--- src/rtl/mips_pkg.sv ---
// Shared definitions for the multicycle MIPS control path: opcodes, functs,
// ALU operation encodings and the controller state type.
package mips_pkg;

    localparam logic [5:0] OP_RTYPE = 6'b000000;
    localparam logic [5:0] OP_LW    = 6'b100011;
    localparam logic [5:0] OP_SW    = 6'b101011;
    localparam logic [5:0] OP_BEQ   = 6'b000100;
    localparam logic [5:0] OP_ADDI  = 6'b001000;
    localparam logic [5:0] OP_J     = 6'b000010;

    localparam logic [5:0] FN_ADD = 6'b100000;
    localparam logic [5:0] FN_SUB = 6'b100010;
    localparam logic [5:0] FN_AND = 6'b100100;
    localparam logic [5:0] FN_OR  = 6'b100101;
    localparam logic [5:0] FN_SLT = 6'b101010;

    localparam logic [2:0] ALU_ADD = 3'b010;
    localparam logic [2:0] ALU_SUB = 3'b110;
    localparam logic [2:0] ALU_AND = 3'b000;
    localparam logic [2:0] ALU_OR  = 3'b001;
    localparam logic [2:0] ALU_SLT = 3'b111;

    typedef enum logic [3:0] {
        ST_FETCH    = 4'd0,
        ST_DECODE   = 4'd1,
        ST_MEMADR   = 4'd2,
        ST_MEMREAD  = 4'd3,
        ST_MEMWB    = 4'd4,
        ST_MEMWRITE = 4'd5,
        ST_EXECUTE  = 4'd6,
        ST_ALUWB    = 4'd7,
        ST_BRANCH   = 4'd8,
        ST_ADDIEXEC = 4'd9,
        ST_ADDIWB   = 4'd10,
        ST_JUMP     = 4'd11
    } state_e;

endpackage

--- src/rtl/mips_alu_decoder.sv ---
// R-type funct decoder: maps the funct field to an ALU operation and flags
// whether the funct is one the core implements.
module mips_alu_decoder
    import mips_pkg::*;
(
    input  logic [5:0] i_Funct,
    output logic [2:0] o_ALUControl,
    output logic       o_funct_valid
);

    always_comb begin
        o_ALUControl  = ALU_ADD;
        o_funct_valid = 1'b1;
        case (i_Funct)
            FN_ADD:  o_ALUControl = ALU_ADD;
            FN_SUB:  o_ALUControl = ALU_SUB;
            FN_AND:  o_ALUControl = ALU_AND;
            FN_OR:   o_ALUControl = ALU_OR;
            FN_SLT:  o_ALUControl = ALU_SLT;
            default: o_funct_valid = 1'b0;
        endcase
    end

endmodule

--- src/rtl/mips_mc_controller.sv ---
// Multicycle MIPS control unit: Moore FSM sequencing fetch, decode, execute,
// memory and writeback steps, driving every datapath enable and mux select.
module mips_mc_controller
    import mips_pkg::*;
(
    input  logic       i_clk,
    input  logic       i_rst,
    input  logic [5:0] i_Op,
    input  logic [5:0] i_Funct,
    input  logic       i_zero_flag,
    input  logic       i_MemReady,
    output logic       o_IorD,
    output logic       o_MemWrite,
    output logic       o_IRWrite,
    output logic       o_PCEn,
    output logic [1:0] o_PCSrc,
    output logic       o_RegDst,
    output logic       o_MemtoReg,
    output logic       o_RegWrite,
    output logic       o_ALUSrcA,
    output logic [1:0] o_ALUSrcB,
    output logic [2:0] o_ALUControl
);

    state_e     state_q, state_d;
    logic [2:0] dec_alu;
    logic       dec_valid;

    mips_alu_decoder u_alu_dec (
        .i_Funct       (i_Funct),
        .o_ALUControl  (dec_alu),
        .o_funct_valid (dec_valid)
    );

    always_comb begin
        state_d = state_q;
        case (state_q)
            ST_FETCH:    if (i_MemReady) state_d = ST_DECODE;
            ST_DECODE: begin
                case (i_Op)
                    OP_LW, OP_SW: state_d = ST_MEMADR;
                    OP_RTYPE:     state_d = ST_EXECUTE;
                    OP_BEQ:       state_d = ST_BRANCH;
                    OP_ADDI:      state_d = ST_ADDIEXEC;
                    OP_J:         state_d = ST_JUMP;
                    default:      state_d = ST_FETCH;
                endcase
            end
            ST_MEMADR:   state_d = (i_Op == OP_LW) ? ST_MEMREAD : ST_MEMWRITE;
            ST_MEMREAD:  if (i_MemReady) state_d = ST_MEMWB;
            ST_MEMWRITE: if (i_MemReady) state_d = ST_FETCH;
            ST_EXECUTE:  state_d = dec_valid ? ST_ALUWB : ST_FETCH;
            ST_ADDIEXEC: state_d = ST_ADDIWB;
            default:     state_d = ST_FETCH;
        endcase
    end

    always_ff @(posedge i_clk) begin
        if (i_rst) state_q <= ST_FETCH;
        else       state_q <= state_d;
    end

    // Reset gates every output so a strobe cannot fire mid-instruction.
    always_comb begin
        o_IorD       = 1'b0;
        o_MemWrite   = 1'b0;
        o_IRWrite    = 1'b0;
        o_PCEn       = 1'b0;
        o_PCSrc      = 2'b00;
        o_RegDst     = 1'b0;
        o_MemtoReg   = 1'b0;
        o_RegWrite   = 1'b0;
        o_ALUSrcA    = 1'b0;
        o_ALUSrcB    = 2'b00;
        o_ALUControl = ALU_ADD;
        if (!i_rst) begin
            case (state_q)
                ST_FETCH: begin
                    o_ALUSrcB = 2'b01;
                    o_IRWrite = i_MemReady;
                    o_PCEn    = i_MemReady;
                end
                ST_DECODE:   o_ALUSrcB = 2'b11;
                ST_MEMADR: begin
                    o_ALUSrcA = 1'b1;
                    o_ALUSrcB = 2'b10;
                end
                ST_MEMREAD:  o_IorD = 1'b1;
                ST_MEMWB: begin
                    o_MemtoReg = 1'b1;
                    o_RegWrite = 1'b1;
                end
                ST_MEMWRITE: begin
                    o_IorD     = 1'b1;
                    o_MemWrite = 1'b1;
                end
                ST_EXECUTE: begin
                    o_ALUSrcA    = 1'b1;
                    o_ALUControl = dec_alu;
                end
                ST_ALUWB: begin
                    o_RegDst   = 1'b1;
                    o_RegWrite = 1'b1;
                end
                ST_BRANCH: begin
                    o_ALUSrcA    = 1'b1;
                    o_ALUControl = ALU_SUB;
                    o_PCSrc      = 2'b01;
                    o_PCEn       = i_zero_flag;
                end
                ST_ADDIEXEC: begin
                    o_ALUSrcA = 1'b1;
                    o_ALUSrcB = 2'b10;
                end
                ST_ADDIWB:   o_RegWrite = 1'b1;
                ST_JUMP: begin
                    o_PCSrc = 2'b10;
                    o_PCEn  = 1'b1;
                end
                default: ;
            endcase
        end
    end

endmodule

--- config.mk ---
export PLATFORM = sky130hd
export DESIGN_NAME = mips_mc_controller
export DESIGN_NICKNAME = d
export VERILOG_FILES = /design/src/rtl/mips_pkg.sv /design/src/rtl/mips_alu_decoder.sv /design/src/rtl/mips_mc_controller.sv
export SDC_FILE = /design/constraint.sdc
export NUM_CORES = 1
export LEC_CHECK = 0
export CAP_MARGIN = 20
export CORE_ASPECT_RATIO = 0.8
export CORE_MARGIN = 2
export CORE_UTILIZATION = 32
export CTS_BUF_LIST = sky130_fd_sc_hd__clkbuf_4
export CTS_CLUSTER_DIAMETER = 60
export CTS_CLUSTER_SIZE = 30
export DETAILED_ROUTE_END_ITERATION = 6
export DONT_BUFFER_PORTS = 1
export HOLD_SLACK_MARGIN = 0.1
export SLEW_MARGIN = 20
export SYNTH_ARGS = -nofsm -noshare
export SYNTH_HDL_FRONTEND = slang
export SYNTH_SLANG_ARGS = --single-unit
--- constraint.sdc ---
create_clock -name i_clk -period 2.5 [get_ports i_clk]
set_input_delay 0.375 -clock i_clk [delete_from_list [all_inputs] [get_ports i_clk]]
set_output_delay 0.375 -clock i_clk [all_outputs]
set_load 0.02 [all_outputs]
After elaboration in Yosys (flattened, before gate mapping)
Cells that the tools add are included.
{"block": "classes", "reduce_logical": 9, "mux": 31, "n_eq_ne": 24}
{"cell": "== test 6 bit (second input constant)", "count": 7}
{"cell": "case mux 4 bit (7 select lines)", "count": 1}
{"cell": "case mux 4 bit (5 select lines)", "count": 1}
{"cell": "== test 4 x 3 -> 1 bit (second input constant)", "count": 4}
{"cell": "== test 4 bit (second input constant)", "count": 4}
{"cell": "2-to-1 mux 1 bit", "count": 16}
{"cell": "2-to-1 mux 4 bit", "count": 3}
{"cell": "case mux 3 bit (4 select lines)", "count": 1}
{"cell": "2-to-1 mux 3 bit", "count": 3}
{"cell": "== test 4 x 2 -> 1 bit (second input constant)", "count": 2}
{"cell": "== test 6 x 2 -> 1 bit (second input constant)", "count": 1}
{"cell": "== test 6 x 3 -> 1 bit (second input constant)", "count": 1}
{"cell": "== test 6 x 4 -> 1 bit (second input constant)", "count": 1}
{"cell": "logical NOT 6 bit", "count": 1}
{"cell": "inequality test 2 bit (second input constant)", "count": 3}
{"cell": "case mux 2 bit (3 select lines)", "count": 1}
{"cell": "case mux 3 bit (2 select lines)", "count": 1}
{"cell": "OR reduction 2 bit", "count": 3}
{"cell": "OR reduction 5 bit", "count": 1}
{"cell": "== test 4 x 1 -> 1 bit (second input constant)", "count": 1}
{"cell": "logical NOT 4 bit", "count": 1}
{"cell": "2-to-1 mux 2 bit", "count": 2}
{"cell": "case mux 2 bit (2 select lines)", "count": 1}
{"cell": "OR reduction 4 bit", "count": 1}
{"cell": "other kinds (3)", "count": 3}
{"block": "totals", "input_bits": 16, "regBits": 4, "output_inout_bits": 15}

Logic depth before layout (Yosys ltp)
Gate-level depths: netlist (run 1).
{"block": "logic_depth", "word_depth": 5, "mapped_depth": 6, "ltp_nobuf": 4}

Modules after synthesis
From an unflattened synthesis (run 1), not the netlist that was laid out.
{"block": "hier_totals", "hier_cells": 90, "hier_area_um2": 618.1}
{"module": "mips_mc_controller", "n_inst": 1, "area_each_um2": 531.8, "seq_area_each_um2": 80.1, "cells_per_inst": 81}
{"module": "mips_alu_decoder", "n_inst": 1, "area_each_um2": 86.3, "seq_area_each_um2": 0.0, "cells_per_inst": 9}

Least setup slack after synthesis (run 1)
No wires, ideal clock.
{"block": "synth_timing", "path_kind": "register to output", "startpoint": "reg state_q[3]", "endpoint": "out o_ALUControl[2]", "arrival_ns": 1.536, "path_slack_ns": 0.589, "stages_incl_launch_ff": 5, "path_buffers": 1, "required_ns": 2.125, "path_cell_list": "dfxtp_1 buf_1 nand2_1 nor3_1 a31o_2"}
{"block": "synth_between", "elab_chain_len": 3, "elab_cells_between_ends": 4, "cone_classes": "2 x eq/ne; 2 x mux"}
{"item": "start, declared", "line_no": "mips_mc_controller.sv:25", "text": "state_e state_q, state_d;"}
{"item": "start signal, assigned", "line_no": "mips_mc_controller.sv:60", "text": "else state_q <= state_d;"}
{"item": "== test 4 bit / == test 4 x 3 -> 1 bit (equally long branches)", "line_no": "mips_mc_controller.sv:77", "text": "case (state_q)"}
{"item": "case mux 3 bit (2 select lines) *", "line_no": "mips_mc_controller.sv:77"}
{"item": "2-to-1 mux 3 bit *", "line_no": "mips_mc_controller.sv:76", "text": "if (!i_rst) begin"}
{"item": "end, declared", "line_no": "mips_mc_controller.sv:22", "text": "output logic [2:0] o_ALUControl"}
Mark *: on every way between the ends. The rest lies on a longest branch, timed or not.

Worst setup path after layout (run 1)
Same ends and word-level chain as after synthesis.

==> results_dict.tcl, run 1 <==
set metrics [dict create \
    gp_congestion 0.771 \
    timing.rr.end "state_q[0]" \
    fp.dieArea_mm2 0.00236 \
    first_global_vias 577 \
    critical_path_class "reg -> out" \
    routedWlPerCell_um 14.7 \
    power_leakage_nw 0.196 \
    ys_ff_latch 4 \
    top_regs "state_q: 4 flops" \
    routed-via-count 706 \
    drive_gt1_frac 0.132 \
    ant_nets 0 \
    drc 0 \
    cp_cell_sequence "nand2_1 > nor3_1 > a31o_2" \
    synth_ff_type "dfxtp_1" \
    start_util 0.339 \
    io_pins 31 \
    grt_first_pass_wirelength_um 2620 \
    post-route-period-util 0.868 \
    drt_iter0_drc 19 \
    num_antenna_cells 0 \
    maxCapViolCount 0 \
    globalRouteTotalUtil 0.151 \
    wirelength_um 1700 \
    cts_resized 0 \
    hold_viol 0 \
    die_h_um 43.9 \
    avgSynthCellArea_um2 6.83 \
    finalPower_w 0.000219 \
    worst_pin_slew_ps 717 \
    fin_util 0.357 \
    synthAdderAreaFrac 0 \
    placed_area_um2 647 \
    syn_area_um2 636 \
    post-cts-setup-buffers 0 \
    cp-end-kind "primary output" \
    period_minus_slack_ps 2170 \
    grtUsageMet1 0.208 \
    grt_max_degree 19 \
    syn_to_final_growth_pct 5.31 \
    regMostFlops "state_q" \
    grt_antenna_before_repair 0 \
    design.core.area_mm2 0.00187 \
    clock-sinks 4 \
    setup_violations 0 \
    worstPathRequired_ps 2120 \
    drtPass1Iterations 4 \
    multi_input_area_um2 503 \
    grt_util_met2 0.222 \
    cts_buffers 3 \
    slew_violations 0 \
    rr_startpoint "state_q[1]" \
    largest_register_ffs 4 \
    grt-ovfl-total 0 \
    synth.area.mux_share 0.0472 \
    syn-instance-count 93 \
    slowest_delay_ps 580 \
    cts_hold_buf 0 \
    seqCellArea_um2 80.1 \
    max_freq_ghz 0.461 \
    crit_buf_inv 0 \
    viasPerCell 6.14 \
    synth_top_family_by_area "simple AND/OR/NAND/NOR gates" \
    crit_fanout 13 \
    setup-tns-final_ps 0 \
    ir_worst_vdd_mv 0.112 \
    min_to "state_q[2]" \
    synth-simple-area-share 0.411 \
    powerDensity_mw_per_mm2 328 \
    synthesis.nets 109 \
    start_kind "flip-flop" \
    whs_path_depth 1 \
    slew_headroom 0.518 \
    final_nets 109 \
    htreeDepth 1 \
    met3_usage 0.0483 \
    placed_cells 112 \
    clockBufferDepth 2 \
    fin_skew_ps 1.66 \
    hpwl_um 1260 \
    clkLatencyLatePin_ps 240 \
    r2r_slack_ps 790 \
    status "finished, final reports clean" \
    async_reset_ff_frac 0 \
    fin_area_um2 669 \
    synth_warnings 0 \
    synth_edf_count 0 \
    global_route.peak_usage_layer "met2" \
    synthXorXnorAreaFrac 0.0413 \
    reg2reg_depth 4 \
    n_fill_cell 202 \
    synth-compound-area-share 0.291 \
    crit_slowest_cell "dfxtp_1" \
    cts_root_buffer "clkbuf_4" \
    ys_seq_area_frac 0.126 \
    rsz0062_at_grt "no" \
    min_path_type "in -> reg" \
    yosysUniqueCellTypes 39 \
    port-buffer-count 0 \
    hp-start "i_rst" \
    row_count 14 \
    dieWidth_um 53.8 \
    critPathTopFamily "simple AND/OR/NAND/NOR gates" \
    tritoncts "done" \
    fin_cells 115 \
    cp.arrival_ps 1800 \
    clk_pin_slew_worst_paths_ps 40 \
]
[power breakdown]
part / switching, W / internal (W)
registers: 0.0000108 / 0.0000668
clock network: 0.0000275 / 0.0000538
logic: 0.0000340 / 0.0000265
[metal layers]
layer | part of all wire | wire [um]
met2 | 0.48 | 809
met1 | 0.45 | 755
met4 | 0.0059 | 10
met3 | 0.070 | 118
met5 | 0 | 0
[through the flow]
stage	worst slack, ps	hold WS [ps]
after floorplan	589	467
after global placement	601	443
after detailed placement	600	446
after CTS	333	194
after global routing	214	185
final	329	204
[layout make-up]
| class | count | share of cell area |
|---|---|---|
| multi-input combinational | 78 | 0.751 |
| sequential | 4 | 0.120 |
| tap | 24 | 0.0449 |
| clock buffer | 3 | 0.0336 |
| timing repair buffer | 3 | 0.0336 |
| inverter | 3 | 0.0168 |
[logic make-up after synthesis]
family,count (synthesis)
simple gates,47
buf+inv,11
mux,3
xor+xnor,3
compound gates,25
flops,4
[synthesized netlist by cell type, types with 2 or more instances]
| master | instances | area [um2] |
|---|---|---|
| a21oi_1 | 4 | 20.0 |
| a31oi_1 | 2 | 12.5 |
| a32oi_1 | 2 | 17.5 |
| and3_1 | 3 | 18.8 |
| buf_1 | 2 | 7.51 |
| clkbuf_1 | 4 | 15.0 |
| dfxtp_1 | 4 | 80.1 |
| inv_1 | 3 | 11.3 |
| mux2i_1 | 3 | 30.0 |
| nand2_1 | 9 | 33.8 |
| nand2b_1 | 5 | 31.3 |
| nand4_1 | 2 | 12.5 |
| nor2_1 | 8 | 30.0 |
| nor3_1 | 9 | 45.0 |
| nor3b_1 | 2 | 15.0 |
| nor4_1 | 2 | 12.5 |
| o21ai_0 | 5 | 25.0 |
| o22ai_1 | 2 | 12.5 |
| xnor2_1 | 2 | 17.5 |
[placed cells by master (no fill, tap or decap), drive strengths merged]
| cell type | Yosys | layout |
|---|---|---|
| nand2 | 9 | 9 |
| nor3 | 9 | 9 |
| nor2 | 8 | 8 |
| nand2b | 5 | 5 |
| o21ai | 5 | 5 |
| a21oi | 4 | 4 |
| dfxtp | 4 | 4 |
| inv | 3 | 3 |
| and3 | 3 | 3 |
| mux2i | 3 | 3 |
| clkbuf | 4 | 3 |
| buf | 4 | 3 |
| nor4 | 3 | 3 |
| nand4 | 2 | 2 |
| nor3b | 2 | 2 |
| a32oi | 2 | 2 |
| a31oi | 2 | 2 |
| xnor2 | 2 | 2 |
| o22ai | 2 | 2 |
| or4 | 2 | 2 |
| and4b | 1 | 1 |
| a31o | 1 | 1 |
| a21boi | 1 | 1 |
| nor2b | 1 | 1 |
| o32a | 1 | 1 |
| or2 | 1 | 1 |
| o31ai | 1 | 1 |
| o2111ai | 1 | 1 |
| a221oi | 1 | 1 |
| xor2 | 1 | 1 |
| o211ai | 1 | 1 |
| a2111oi | 1 | 1 |
| nand4b | 1 | 1 |
| a311oi | 1 | 1 |
| o31a | 1 | 1 |
[worst max path at each step]
stage | from | depth (start not counted) | endpoint
floorplan | state_q[3] | 4 | o_ALUControl[2]
global placement | state_q[3] | 3 | o_ALUControl[2]
detailed placement | state_q[3] | 3 | o_ALUControl[2]
CTS | state_q[3] | 3 | o_ALUControl[2]
global route | state_q[3] | 3 | o_ALUControl[2]
finish | state_q[3] | 3 | o_ALUControl[2]
Note: power is estimated with default switching activity, not from simulation.
==> run 2, diff against run 1 <==
--- a/config.mk
+++ b/config.mk
@@ -15,7 +15,6 @@
 export DETAILED_ROUTE_END_ITERATION = 6
 export DONT_BUFFER_PORTS = 1
 export HOLD_SLACK_MARGIN = 0.1
-export SLEW_MARGIN = 20
 export SYNTH_ARGS = -nofsm -noshare
 export SYNTH_HDL_FRONTEND = slang
 export SYNTH_SLANG_ARGS = --single-unit
==> results of run 2 <==
The final DEF is identical to that of run 1; final timing and power are the same.
==> run 3, diff against run 2 <==
--- a/config.mk
+++ b/config.mk
@@ -17,4 +17,5 @@
 export HOLD_SLACK_MARGIN = 0.1
 export SYNTH_ARGS = -nofsm -noshare
 export SYNTH_HDL_FRONTEND = slang
+export SYNTH_HIERARCHICAL = 1
 export SYNTH_SLANG_ARGS = --single-unit
==> run 3 against run 2 <==
  * Sequential share of layout area about the same
  * Critical path type unchanged
  * Fmax rose by 2.1%
  * Synthesized cell count shrank 3.2%
  * Die area down 2.5%
  * Total power decreased by 12%
  * Via count fell by 5.0%
  * Worst setup slack better by 44 ps
  * Core utilization up 0.40 points
==> results_dict.tcl, run 3 <==
set metrics [dict create \
    status "finished, final reports clean" \
    grt-ovfl-total 0 \
    cp-end-kind "primary output" \
    hpwl_um 1210 \
    rr_startpoint "state_q[0]" \
    synth_most_common_cell "a21oi_1" \
    cts_root_buffer "clkbuf_4" \
    grt_max_degree 17 \
    n_fill_cell 226 \
    synth_warnings 6 \
    syn-instance-count 90 \
    max_freq_ghz 0.470 \
    drc 0 \
    critical_path_class "reg -> out" \
    final_common_cell "a21oi_1" \
    post-cts-setup-buffers 0 \
    viasPerCell 5.83 \
    htreeDepth 1 \
    crit_path_start "state_q[1]" \
    routedWlPerCell_um 14.0 \
    placed_cells 112 \
    drive_gt1_frac 0.110 \
    power_leakage_nw 0.214 \
    ys_seq_area_frac 0.130 \
    largest_register_ffs 4 \
    row_count 14 \
    post-route-period-util 0.851 \
    routed-via-count 671 \
    slowest_delay_ps 590 \
    maxCapViolCount 0 \
    fin_skew_ps 7.96 \
    worstPathRequired_ps 2120 \
    clockBufferDepth 2 \
    cp.arrival_ps 1750 \
    ir_worst_vdd_mv 0.208 \
    ant_nets 0 \
    design.core.area_mm2 0.00186 \
    setup_violations 0 \
    slew_headroom 0.572 \
    synth_ff_type "dfxtp_1" \
    avgSynthCellArea_um2 6.87 \
    syn_area_um2 618 \
    wirelength_um 1610 \
    port-buffer-count 0 \
    fp.dieArea_mm2 0.00230 \
    die_h_um 43.3 \
    clock-sinks 4 \
    crit_buf_inv 0 \
    rsz0062_at_grt "no" \
    cts_resized 0 \
    crit_fanout 15 \
    ys_ff_latch 4 \
    clk_pin_slew_worst_paths_ps 40 \
    grt_antenna_before_repair 0 \
    start_kind "flip-flop" \
    min_path_type "in -> reg" \
    fin_cells 115 \
    synthesis.nets 106 \
    gp_congestion 0.832 \
    synth_top_cells_by_count "a21oi_1 (11), nor2_1 (9), nand2b_1 (8), nand2_1 (7), nor3_1 (6)" \
    dieWidth_um 53.1 \
    final_nets 109 \
    num_antenna_cells 0 \
    cp_cell_sequence "or2b_1 > nand4b_1 > a21oi_1" \
    drt_iter0_drc 8 \
    top_regs "state_q: 4 flops" \
    globalRouteTotalUtil 0.160 \
    synth_edf_count 0 \
    yosysUniqueCellTypes 38 \
    async_reset_ff_frac 0 \
    drtPass1Iterations 4 \
    crit_slowest_cell "dfxtp_1" \
    regMostFlops "state_q" \
    worst_pin_slew_ps 637 \
    final_cell_mix "a21oi_1 (11), nor2_1 (9), nand2b_1 (8), nand2_1 (7), nor3_1 (6)" \
    critPathTopFamily "flip-flops" \
    fin_util 0.361 \
    synth_top_area_cell "dfxtp_1" \
    slew_violations 0 \
    first_global_vias 620 \
    hp-start "i_rst" \
    synth_top_area_frac 0.130 \
    syn_to_final_growth_pct 8.50 \
    hold_viol 0 \
    grt_first_pass_wirelength_um 2810 \
    io_pins 31 \
    clkLatencyLatePin_ps 240 \
    powerDensity_mw_per_mm2 289 \
    tritoncts "done" \
    cts_hold_buf 0 \
    cts_buffers 3 \
    start_util 0.333 \
    period_minus_slack_ps 2130 \
    setup-tns-final_ps 0 \
    synth_area_leaders "dfxtp_1 (13%), a21oi_1 (8.9%), nand2b_1 (8.1%), nor2_1 (5.5%), nor3_1 (4.9%)" \
]
-- run 3: metal layers --
layer | vias to the layer above | global-route usage | part of all wire
met1 | 308 | 0.228 | 0.46
met5 | - | 0 | 0
li1 | 332 | - | -
met2 | 31 | 0.240 | 0.44
met4 | 0 | 0.0154 | 0
met3 | 0 | 0.0599 | 0.096
-- run 3: where the power goes --
part / leakage [nW] / internal (W) / total [W] / switching [W]
sequential: 0.0325 / 0.0000656 / 0.0000704 / 0.00000486
combinational: 0.168 / 0.0000207 / 0.0000418 / 0.0000210
clock: 0.0138 / 0.0000538 / 0.0000814 / 0.0000276
total: 0.214 / 0.000140 / 0.000194 / 0.0000535
-- run 3: logic make-up after synthesis --
family                 after synthesis  synth area share
buffers and inverters                7            0.0486
multiplexers                         2            0.0344
XOR/XNOR                             2            0.0283
AO/OA/AOI/OAI                       21             0.217
flip-flops                           4             0.130
AND/OR/NAND/NOR                     54             0.543
-- run 3: worst reg2reg max path, stage by stage (launching register included) --
cell,delay (ps)
dfxtp_1,580
or2b_1,390
nor4_2,300
nand2b_1,110
a311oi_1,240
-- run 3: final cells by class --
| cell class | instances | area, um2 | share of cell area |
|---|---|---|---|
| tap | 24 | 30.0 | 0.0448 |
| timing repair buffer | 3 | 22.5 | 0.0336 |
| inverter | 2 | 7.51 | 0.0112 |
| sequential | 4 | 80.1 | 0.119 |
| clock buffer | 3 | 22.5 | 0.0336 |
| multi-input combinational | 79 | 508 | 0.757 |
-- run 3: metrics by stage --
| stage | hold slack, ps | power, W | setup WS, ps | area [um2] |
|---|---|---|---|---|
| floorplan | 541 | 0.000108 | 655 | 618 |
| global placement | 449 | 0.000112 | 641 | 648 |
| detailed placement | 449 | 0.000113 | 612 | 648 |
| CTS | 198 | 0.000196 | 364 | 671 |
| global route | 193 | 0.000207 | 208 | 671 |
| finish | 204 | 0.000194 | 374 | 671 |
-- run 3: path summary, 6_finish.rpt --
check,slack (ps),to,cells past startpoint
max,370,o_RegWrite,3
min,200,state_q[2],1
max reg2reg,800,state_q[2],4
min reg2reg,710,state_q[1],2
